**src/rtl/ring_meas_pkg.sv**
```systemverilog
// rtl/ring_meas_pkg.sv - shared widths, settle default and FSM state type for ring measurement
package ring_meas_pkg;

    localparam int GATE_W_DEF     = 16;
    localparam int CNT_W_DEF      = 16;
    localparam int SETTLE_CYC_DEF = 8;

    typedef enum logic [1:0] {
        ST_IDLE   = 2'd0,
        ST_SETTLE = 2'd1,
        ST_COUNT  = 2'd2,
        ST_DONE   = 2'd3
    } meas_state_t;

endpackage

```
**src/rtl/ring_sync_edge.sv**
```systemverilog
// rtl/ring_sync_edge.sv - 2-flop synchronizer and rising-edge detector for the ring oscillator
(* keep_hierarchy = "yes" *)
module ring_sync_edge (
    input  logic clk,
    input  logic rst,
    input  logic i_ring,
    output logic o_edge
);

    logic r_meta;
    logic r_sync;
    logic r_dly;

    always_ff @(posedge clk) begin
        if (rst) begin
            r_meta <= 1'b0;
            r_sync <= 1'b0;
            r_dly  <= 1'b0;
        end else begin
            r_meta <= i_ring;
            r_sync <= r_meta;
            r_dly  <= r_sync;
        end
    end

    assign o_edge = r_sync & ~r_dly;

endmodule

```
**src/rtl/ring_freq_counter.sv**
```systemverilog
// rtl/ring_freq_counter.sv - gated edge counter measuring a tapped ring oscillator
module ring_freq_counter
    import ring_meas_pkg::*;
#(
    parameter int GATE_W     = GATE_W_DEF,
    parameter int CNT_W      = CNT_W_DEF,
    parameter int SETTLE_CYC = SETTLE_CYC_DEF
) (
    input  logic              clk,
    input  logic              rst,
    input  logic              start,
    input  logic [2:0]        tap_sel,
    input  logic [GATE_W-1:0] gate_len,
    input  logic              ring_in,
    input  logic              out_ready,
    output logic              ring_en,
    output logic [2:0]        ring_tap,
    output logic              busy,
    output logic [CNT_W-1:0]  count,
    output logic              overflow,
    output logic              out_valid
);

    localparam logic [CNT_W-1:0] CNT_MAX     = '1;
    localparam logic [7:0]       SETTLE_LOAD = 8'(SETTLE_CYC - 1);

    logic              w_edge;
    meas_state_t       r_state;
    logic [GATE_W-1:0] r_gate;
    logic [7:0]        r_settle;
    logic [CNT_W-1:0]  r_count;
    logic              r_ovf;
    logic              r_ring_en;
    logic [2:0]        r_tap;
    logic              r_busy;
    logic              r_valid;

    ring_sync_edge u_sync (
        .clk    (clk),
        .rst    (rst),
        .i_ring (ring_in),
        .o_edge (w_edge)
    );

    always_ff @(posedge clk) begin
        if (rst) begin
            r_state   <= ST_IDLE;
            r_gate    <= '0;
            r_settle  <= '0;
            r_count   <= '0;
            r_ovf     <= 1'b0;
            r_ring_en <= 1'b0;
            r_tap     <= 3'd0;
            r_busy    <= 1'b0;
            r_valid   <= 1'b0;
        end else begin
            case (r_state)
                ST_IDLE: begin
                    if (start && (gate_len != '0)) begin
                        r_state   <= ST_SETTLE;
                        r_tap     <= tap_sel;
                        r_gate    <= gate_len;
                        r_settle  <= SETTLE_LOAD;
                        r_count   <= '0;
                        r_ovf     <= 1'b0;
                        r_ring_en <= 1'b1;
                        r_busy    <= 1'b1;
                    end
                end
                ST_SETTLE: begin
                    if (r_settle == 8'd0) begin
                        r_state <= ST_COUNT;
                    end else begin
                        r_settle <= r_settle - 8'd1;
                    end
                end
                ST_COUNT: begin
                    // edges on the final window cycle still count
                    if (w_edge) begin
                        if (r_count == CNT_MAX) begin
                            r_ovf <= 1'b1;
                        end else begin
                            r_count <= r_count + CNT_W'(1);
                        end
                    end
                    if (r_gate == GATE_W'(1)) begin
                        r_state   <= ST_DONE;
                        r_ring_en <= 1'b0;
                        r_valid   <= 1'b1;
                    end else begin
                        r_gate <= r_gate - GATE_W'(1);
                    end
                end
                ST_DONE: begin
                    if (out_ready) begin
                        r_state <= ST_IDLE;
                        r_valid <= 1'b0;
                        r_busy  <= 1'b0;
                    end
                end
                default: begin
                    r_state <= ST_IDLE;
                end
            endcase
        end
    end

    assign ring_en   = r_ring_en;
    assign ring_tap  = r_tap;
    assign busy      = r_busy;
    assign count     = r_count;
    assign overflow  = r_ovf;
    assign out_valid = r_valid;

endmodule

```
**config.mk**
```make
export PLATFORM = sky130hd
export DESIGN_NAME = ring_freq_counter
export DESIGN_NICKNAME = d
export VERILOG_FILES = /design/src/rtl/ring_meas_pkg.sv /design/src/rtl/ring_sync_edge.sv /design/src/rtl/ring_freq_counter.sv
export SDC_FILE = /design/constraint.sdc
export NUM_CORES = 1
export LEC_CHECK = 0
export BUFFER_PORTS_ARGS = -buffer_cell sky130_fd_sc_hd__buf_2
export CORE_MARGIN = 4
export CORE_UTILIZATION = 37
export CTS_BUF_LIST = sky130_fd_sc_hd__clkbuf_16
export DETAILED_ROUTE_END_ITERATION = 10
export PLACE_DENSITY = 0.6
export SYNTH_ARGS = -nofsm -noshare
export SYNTH_HDL_FRONTEND = slang
export SYNTH_SLANG_ARGS = --single-unit
export TNS_END_PERCENT = 10
```
**constraint.sdc**
```tcl
create_clock -name clk -period 5.55 [get_ports clk]
set_input_delay 0.555 -clock clk [delete_from_list [all_inputs] [get_ports clk]]
set_output_delay 0.555 -clock clk [all_outputs]
set_load 0.01 [all_outputs]
```
# ---- Yosys cells after proc, flatten, opt, wreduce, memory -nomap -nowiden
# Index checks and enable logic that the tools add are counted.
dict set report totals {
  mem_count 0
  input_bits 24
  output_inout_bits 23
  mem_bits_rw 0
  register_bits 52
  latchBits 0
  romBits 0
  wordCells 74
}
dict set report classes {
  n_shift 0
  n_reduce_logical 17
  muxes 26
  n_mul 0
  add_sub_neg 3
  div_mod_pow 0
  n_eq_ne 14
  n_lt_le_gt_ge 0
  bitwise 2
}
# operator n
set ops {}
lappend ops {{$mux W16} 5}
lappend ops {{$pmux W16 S2} 2}
lappend ops {{$add A16 B1 Y16 const B} 1}
lappend ops {{$eq A16 B1 Y1 const B} 1}
lappend ops {{$eq A16 B16 Y1 const B} 1}
lappend ops {{$mux W8} 2}
lappend ops {{$ne A2 B2 Y1 const B} 8}
lappend ops {{$pmux W8 S2} 1}
lappend ops {{$reduce_bool A16 Y1} 1}
lappend ops {{$sub A16 B1 Y16 const B} 1}
lappend ops {{$reduce_and A3 Y1} 5}
lappend ops {{$reduce_and A4 Y1} 3}
lappend ops {{$logic_not A8 Y1} 1}
lappend ops {{$mux W2} 4}
lappend ops {{$pmux W1 S2} 4}
lappend ops {{$pmux W2 S4} 1}
lappend ops {{$reduce_bool A2 Y1} 4}
lappend ops {{$sub A8 B1 Y8 const B} 1}
lappend ops {{$mux W1} 7}
lappend ops {{$eq A2 B2 Y1 const B} 2}
lappend ops {{$eq A2 B1 Y1 const B} 1}
lappend ops {{$logic_not A2 Y1} 1}
lappend ops {{$ne A2 B1 Y1 const B} 1}
lappend ops {{$reduce_and A2 Y1} 1}
lappend ops {{other kinds (3)} 3}

# ---- Logic depth before layout (Yosys ltp)
# Gate-level depths: netlist (run 1).
dict set report logic_depth {
  word_depth 4
  ltp_mapped 9
  mapped_depth_nobuf 7
}

# ---- Modules after synthesis
# The synthesis (run 1) kept the hierarchy.
# mod cells_each area_each_um2 instances seq_area_each_um2
set by_module_without_submodules {}
lappend by_module_without_submodules {ring_freq_counter 359 2939.1 1 980.9}
lappend by_module_without_submodules {ring_sync_edge 7 87.6 1 60.1}

# ---- Worst setup path after synthesis (run 1)
# No wires, ideal clock.
dict set report synth_timing {
  path_type {input-to-reg}
  start {input port gate_len[13]}
  end {register r_ovf, in the netlist overflow}
  path_slack_ns 3.147
  cell_stages 7
  t_required_ns 5.422
  arrival_time_ns 2.275
  n_path_buf 2
  setup_time_ns 0.128
  path_cell_list {or4_4 o41ai_4 buf_6 buf_2 nand2_1 a41oi_1 nor2_1}
}
dict set report synth_via {
  elab_chain_cells 4
}
# element line_no
set synth_rtl {}
lappend synth_rtl {{from (decl)} ring_freq_counter.sv:13} ;# input logic [GATE_W-1:0] gate_len,
lappend synth_rtl {{$reduce_bool A16 Y1} ring_freq_counter.sv:59} ;# if (start && (gate_len != '0)) begin
lappend synth_rtl {{$logic_and A1 B1 Y1} ring_freq_counter.sv:59}
lappend synth_rtl {{$ne A2 B2 Y1 (no source line)} -}
lappend synth_rtl {{$reduce_and A4 Y1 (no source line)} -}
lappend synth_rtl {{to (signal assigned)} ring_freq_counter.sv:51} ;# r_ovf <= 1'b0;
lappend synth_rtl {{to (signal assigned)} ring_freq_counter.sv:65} ;# r_ovf <= 1'b0;
lappend synth_rtl {{to (signal assigned)} ring_freq_counter.sv:81} ;# r_ovf <= 1'b1;
lappend synth_rtl {{to (decl)} ring_freq_counter.sv:32} ;# logic r_ovf;
# Every way passes these cells.
# A chain may end at the register's enable or synchronous reset.

# ---- Final worst setup path (run 1)
dict set report layout_timing {
  start {input port gate_len[13]}
  end {register r_gate[7]}
}
dict set report layout_via {
  elab_chain_cells 4
}
# element line_no
set layout_rtl {}
lappend layout_rtl {{$reduce_bool A16 Y1} ring_freq_counter.sv:59}
lappend layout_rtl {{$logic_and A1 B1 Y1} ring_freq_counter.sv:59}
lappend layout_rtl {{$ne A2 B2 Y1 (no source line)} -}
lappend layout_rtl {{$reduce_and A3 Y1 (no source line)} -}
lappend layout_rtl {{to (signal assigned)} ring_freq_counter.sv:62} ;# r_gate <= gate_len;
lappend layout_rtl {{to (signal assigned)} ring_freq_counter.sv:91} ;# r_gate <= r_gate - GATE_W'(1);
lappend layout_rtl {{to (decl)} ring_freq_counter.sv:29} ;# logic [GATE_W-1:0] r_gate;
# Every way passes these cells.

==> results of run 1 <==
[per-stage QoR]
| step | util (%) | setup slack, ps | cells |
|---|---|---|---|
| floorplan | - | 3150 | 366 |
| global placement | 42.2 | 2620 | 495 |
| detailed placement | 42.2 | 2590 | 495 |
| CTS | 44.0 | 2890 | 503 |
| global route | 44.0 | 2700 | 503 |
| finish | 44.0 | 2870 | 503 |
[power by group through the flow]
| stage | registers, W | logic (W) | clock network (W) |
|---|---|---|---|
| final | 0.000541 | 0.000648 | 0.000302 |
| after global routing | 0.000552 | 0.000736 | 0.000323 |
| after CTS | 0.000539 | 0.000646 | 0.000310 |
| after detailed placement | 0.000545 | 0.000643 | 0 |
| after global placement | 0.000545 | 0.000640 | 0 |
| after floorplan | 0.000529 | 0.000506 | 0 |
[cell families after synthesis]
kind of cell    Yosys count  synth area share (%)
buf+inv                  39                  5.21
xor+xnor                  9                  2.60
simple gates            145                  25.5
compound gates          101                  24.8
mux                      10                  3.35
flops                    52                  34.4
fa+ha+maj                10                  4.13
[layout by cell type, fill, tap and decap left out, drive strengths merged, types with 2 or more instances in the layout]
master,count
nor2b,5
nand3,7
inv,18
o31ai,9
o21ai,14
or2,3
mux2i,9
a21oi,22
a211oi,6
a2bb2oi,3
nor4,7
o41ai,4
and2,5
nor3,8
a21bo,2
nand4,13
nor2,31
ha,10
and3,6
buf,49
a221oi,7
or4,10
dfxtp,52
xnor2,8
nand2b,3
o211ai,2
a31oi,8
a211o,2
and4,4
nand3b,2
clkbuf,5
or3,6
nand2,32
o311ai,6
o32ai,2
a22oi,3
[worst paths after layout]
kind / endpoint / depth (start not counted) / slack [ps] / start
min: ring_tap[0] / 2 / 460 / ring_tap[0]
max: r_gate[7] / 7 / 2870 / gate_len[13]
max reg2reg: r_gate[0] / 8 / 2880 / r_state[0]
min reg2reg: ring_tap[0] / 2 / 460 / ring_tap[0]
[worst max-delay path, stage by stage]
cell and delay [ps]:
buf_2 110, or4_4 570, o41ai_4 350, buf_4 330, and2_1 440, or2_2 350, o32ai_1 120
[final cells by class]
| class | instances | area share (%) |
|---|---|---|
| Clock inverter | 3 | 0.435 |
| Clock buffer | 5 | 3.62 |
| Inverter | 17 | 1.85 |
| Timing Repair Buffer | 49 | 7.32 |
| Sequential cell | 52 | 30.1 |
| Multi-Input combinational cell | 275 | 52.9 |
| Tap cell | 102 | 3.70 |
[state kept, by name, summed over array words and instances, names as in the netlist]
signal and count:
ring_tap 3, count 16, overflow 1, r_state 2
out_valid 1, busy 1, r_settle 8, u_sync/r_meta 1
u_sync/r_sync 1, u_sync/r_dly 1, ring_en 1, r_gate 16
[cell usage after synthesis (8+ instances only)]
master	count	area, sq um
dfxtp_1	52	1040
or4_1	8	60.1
inv_1	17	63.8
a31oi_1	8	50.1
o21ai_0	13	65.1
nor2_1	31	116
nand2_1	32	120
clkbuf_1	17	63.8
mux2i_1	9	90.1
xnor2_1	8	70.1
ha_1	10	125
nor3_1	8	40.0
o31ai_1	9	67.6
nand4_1	13	81.3
a21oi_1	22	110
[routing by layer]
metal	wire (microns)	vias to the layer above
met3	353	18
met5	0	-
li1	-	1455
met4	208	0
met1	3670	1377
met2	3680	78
==> reports/results.txt, run 1 <==
Setup crit start kind: primary input
DR vias: 2928
busiest layer in global routing: met2
core region area: 7850 sq um
hold crit path type: reg2reg
Setup Viol. Count Final: 0
Rows: 32
Detailed Route WL: 7.91 mm
Critical Path RT: 5710 ps
first-pass GRT wire length: 13.4 mm
layout filler cell count: 814
switching fraction of total power: 41.9%
multi-input logic area: 1830 sq um
ratio of cells with drive above 1 in the final layout: 17.0%
Resized Gates After CTS: 0
Post-synth top flop: dfxtp_1
final worst-path cycle share: 48.2%
Final ANT Viol Nets: 0
Overall Power: 0.00149 W
Inserted Diodes: 0
Clock transition at path regs: 70 ps
syn nets: 400
CTS HTree Levels: 2
Yosys warnings: 0
drt pass-1 iters: 4
Syn Area/Cell: 8.27 sq um
Clk pwr share: 20.3%
synthesized flop and latch total: 52
Post-Route Skew: 3.66 ps
nets: 434
Comb power frac: 43.5%
latest clock arrival within the worst-skew pair: 290 ps
largest net degree at the start of global routing: 32
Worst Path Class, Setup: in2reg
met2 Use GR: 26.6%
gr ovfl total: 0
CP Max Fanout: 23
Reg area: 1040 sq um
Max clock buf depth: 2
vias per cell: 5.82
# DRC: 0
mapped cell area: 3030 sq um
postcts setup bufs: 0
max cap viols: 0
RSZ-0062 raised after global routing: no
Peak supply drop: 0.150 mV
Area Growth Syn to Fin: 14.1%
power density over the cells: 432 nW/um^2
initial antenna violation count: 0
CTS Hold Buffers Added: 0
Final Max Tran Viols: 0
Die X: 98.4 microns
Cell Area, Placed: 3310 sq um
WL per Instance: 15.7 microns
Die ar.: 9690 sq um
number of flops mapped to enable cells by yosys: 0
Final GP Congestion: 0.866
Worst-Margin Slew: 1200 ps
setup TNS: 0 ps
design internal power: 0.000866 W
Inserted Clock Buffers: 5
fmax: 373 MHz
GR met3 Demand/Resource: 3.04%
GRT Util Overall: 16.6%
Switch Pwr: 0.000624 W
cell count after synthesis: 366
outcome: finished clean
Finished Cell Area: 3450 sq um
starting density of the core: 38.6%
Pleak: 1.32 nW
Initial DRC Count: 187
async set-reset flop share out of synthesis: 0%
CTS tree: built
max_slew headroom: 19.0%
Worst Setup End Kind: register
Final Hold Fails: 0
clk root buf: clkbuf_16
sequential cell area fraction in the yosys report: 34.4%
Hold Slack: 455 ps
Synth cell types: 59
# clock sinks: 52
GR Util met1: 21.6%
I/O Pins: 47
Die Y: 98.4 microns
vias in the first global route: 2843
minimum clock period: 2680 ps
IO Port Bufs: 46
Post-DP HPWL: 5.59 mm
crit path DAT: 2830 ps
share of power burned in registers: 36.3%
(Power assumes the default switching activity.)
==> inputs of run 2 (changes only) <==
- PLACE_DENSITY: 0.6 -> 0.62
- clock period: 5.55 -> 2.3 ns (I/O delays scaled with it)
==> run 2 against run 1 <==
Via count rose by 3.7%. Worst setup slack got worse by 2700 ps. Largest power group unchanged. Critical path type is now reg2reg. Register-to-register slack got worse by 2700 ps.
==> reports/results.txt, run 2 (synthesis results as in run 1) <==
largest net degree at the start of global routing: 31 (-3.1%)
most common cell after layout, fill and taps aside: dfxtp_1
gr ovfl total: 0 (unchanged)
Setup Viol. Count Final: 0 (unchanged)
Comb power frac: 46.7% (+3.2 points)
starting density of the core: 38.6% (unchanged)
max incr delay on CP: 490 ps (-80 ps)
nets: 458 (+5.5%)
Die ar.: 9690 sq um (unchanged)
Worst Setup EP: count[11]
Post-Route Skew: 6.19 ps (+2.53 ps)
clk root buf: clkbuf_16
DR vias: 3037 (+3.7%)
flop2flop setup slack: 170 ps (-2710 ps)
postcts setup bufs: 0 (unchanged)
Switch Pwr: 0.00157 W (+150%)
Inserted Diodes: 0 (unchanged)
# placed instances: 519 (+4.8%)
vias per cell: 5.76 (-1.0%)
Worst R2R End: count[11]
initial antenna violation count: 0 (unchanged)
Worst Path Class, Setup: reg2reg
ratio of cells with drive above 1 in the final layout: 22.8% (+5.9 points)
fmax: 469 MHz
Levels on crit path: 8 (+1)
Clock transition at path regs: 70 ps (about the same)
GRT Util Overall: 17.1% (+0.58 points)
Post-DP HPWL: 6.20 mm (+11%)
CP delay by family, top: simple AND/OR/NAND/NOR gates
Final Max Tran Viols: 0 (unchanged)
Final GP Congestion: 0.853 (-1.6%)
max cap viols: 0 (unchanged)
final worst-path cycle share: 92.6%
crit path DAT: 2360 ps (-470 ps)
max_slew headroom: 63.4% (+44 points)
Inserted Clock Buffers: 5 (unchanged)
CP Launch Point: r_state[1]
Rows: 32 (unchanged)
Final ANT Viol Nets: 0 (unchanged)
CP Max Fanout: 10 (-57%)
Clk pwr share: 19.5% (-0.8 points)
vias in the first global route: 2938 (+3.3%)
Peak supply drop: 0.549 mV (+270%)
slowest CP cell: or4_1
Die Y: 98.4 microns (unchanged)
switching fraction of total power: 40.8% (-1.0 points)
Worst Setup End Kind: register
# DRC: 0 (unchanged)
outcome: finished clean
drt pass-1 iters: 4 (unchanged)
Max clock buf depth: 2 (unchanged)
CTS HTree Levels: 2 (unchanged)
Die X: 98.4 microns (unchanged)
hold crit path type: in2reg
Detailed Route WL: 8.35 mm (+5.6%)
CTS tree: built
most frequent cells in the layout: 52 x dfxtp_1, 46 x buf_2, 32 x nand2_1
Worst-Margin Slew: 543 ps (-661 ps)
setup TNS: 0 ps (unchanged)
Initial DRC Count: 208 (+11%)
design internal power: 0.00228 W (+160%)
RSZ-0062 raised after global routing: no
post-route insts no fill: 527 (+4.8%)
first-pass GRT wire length: 13.9 mm (+3.8%)
Reg2Reg Depth: 8 (unchanged)
I/O Pins: 47 (unchanged)
share of power burned in registers: 33.8% (-2.5 points)
Critical Path RT: 2530 ps (-3180 ps)
FF-to-FF Start: r_state[1]
IO Port Bufs: 46 (unchanged)
worst path bufs/invs: 2 (unchanged)
# clock sinks: 52 (unchanged)
minimum clock period: 2130 ps
Final Hold Fails: 0 (unchanged)
power density over the cells: 1050 nW/um^2 (+140%)
worst path cell trace: inv_1, ha_1, and2_1, o41ai_4, buf_4, a22o_1, or4_1, a21oi_1
Pleak: 1.44 nW (+9.3%)
WL per Instance: 15.8 microns (+0.81%)
core region area: 7850 sq um (unchanged)
Setup crit start kind: register
Area Growth Syn to Fin: 20.8%
latest clock arrival within the worst-skew pair: 290 ps (about the same)
run 2: changes by cell type in the layout (fill, tap and decap cells not counted), moves of 2 or more:
| cell | change |
|---|---|
| buf_4 | +24 |
| o311ai_1 | +2 |
| clkinv_2 | +2 |
| a22oi_1 | -2 |
| a22oi_2 | +2 |
| o311ai_0 | -2 |
run 2: worst min-delay path by stage:
stage / cells after the start / from / end / slack, ps
after global routing: 3 / tap_sel[1] / ring_tap[1] / 200
after detailed placement: 2 / ring_tap[1] / ring_tap[1] / 450
final: 2 / ring_in / u_sync/r_meta / 170
after CTS: 2 / ring_in / u_sync/r_meta / 170
after global placement: 1 / u_sync/r_meta / u_sync/r_sync / 430
after floorplan: 1 / rst / u_sync/r_dly / 300
run 2: cell type report:
type / count / area [sq um]
clock buffers: 5 / 125
clock inverters: 3 / 18.8
fillers: 787 / 4190
inverters: 17 / 63.8
multi-input cells: 275 / 1850
flip-flops and latches: 52 / 1040
well taps: 102 / 128
repair buffers: 73 / 433
run 2: timing repair:
item | CTS | global route
endpoints found under the setup margin | 0 | 6
hold buffers | 0 | 0
gates resized for setup | 0 | 6
run 2: power groups by stage:
stage	logic [W]	registers, W	clock network (W)
2_1_floorplan	0.00122	0.00128	0
3_3_place_gp	0.00174	0.00131	0
3_5_place_dp	0.00175	0.00131	0
4_1_cts	0.00176	0.00130	0.000774
5_1_grt	0.00201	0.00133	0.000804
6_report	0.00180	0.00130	0.000751
run 2: routing by layer:
layer	track usage (%)	vias up	routed length, microns
met3	3.26	10	353
met5	0	-	0
li1	-	1499	-
met2	28.8	77	3910
met4	4.10	0	86
met1	22.8	1451	4000
run 2: stage by stage:
| stage | setup WS [ps] | instance area, sq um | hold WS, ps | utilization [%] | power (W) |
|---|---|---|---|---|---|
| finish | 169 | 3660 | 170 | 46.6 | 0.00385 |
| detailed placement | 15.0 | 3490 | 449 | 44.5 | 0.00306 |
| floorplan | 141 | 3030 | 302 | - | 0.00250 |
| CTS | 122 | 3640 | 169 | 46.3 | 0.00383 |
| global route | 22.8 | 3660 | 196 | 46.6 | 0.00414 |
| global placement | 22.9 | 3490 | 428 | 44.5 | 0.00305 |
run 2: worst reg2reg max path, stage by stage (launching register included):
cell and delay, ps:
dfxtp_1 350, inv_1 130, ha_1 170, and2_1 200, o41ai_4 100, buf_4 190, a22o_1 310, or4_1 490
a21oi_1 140
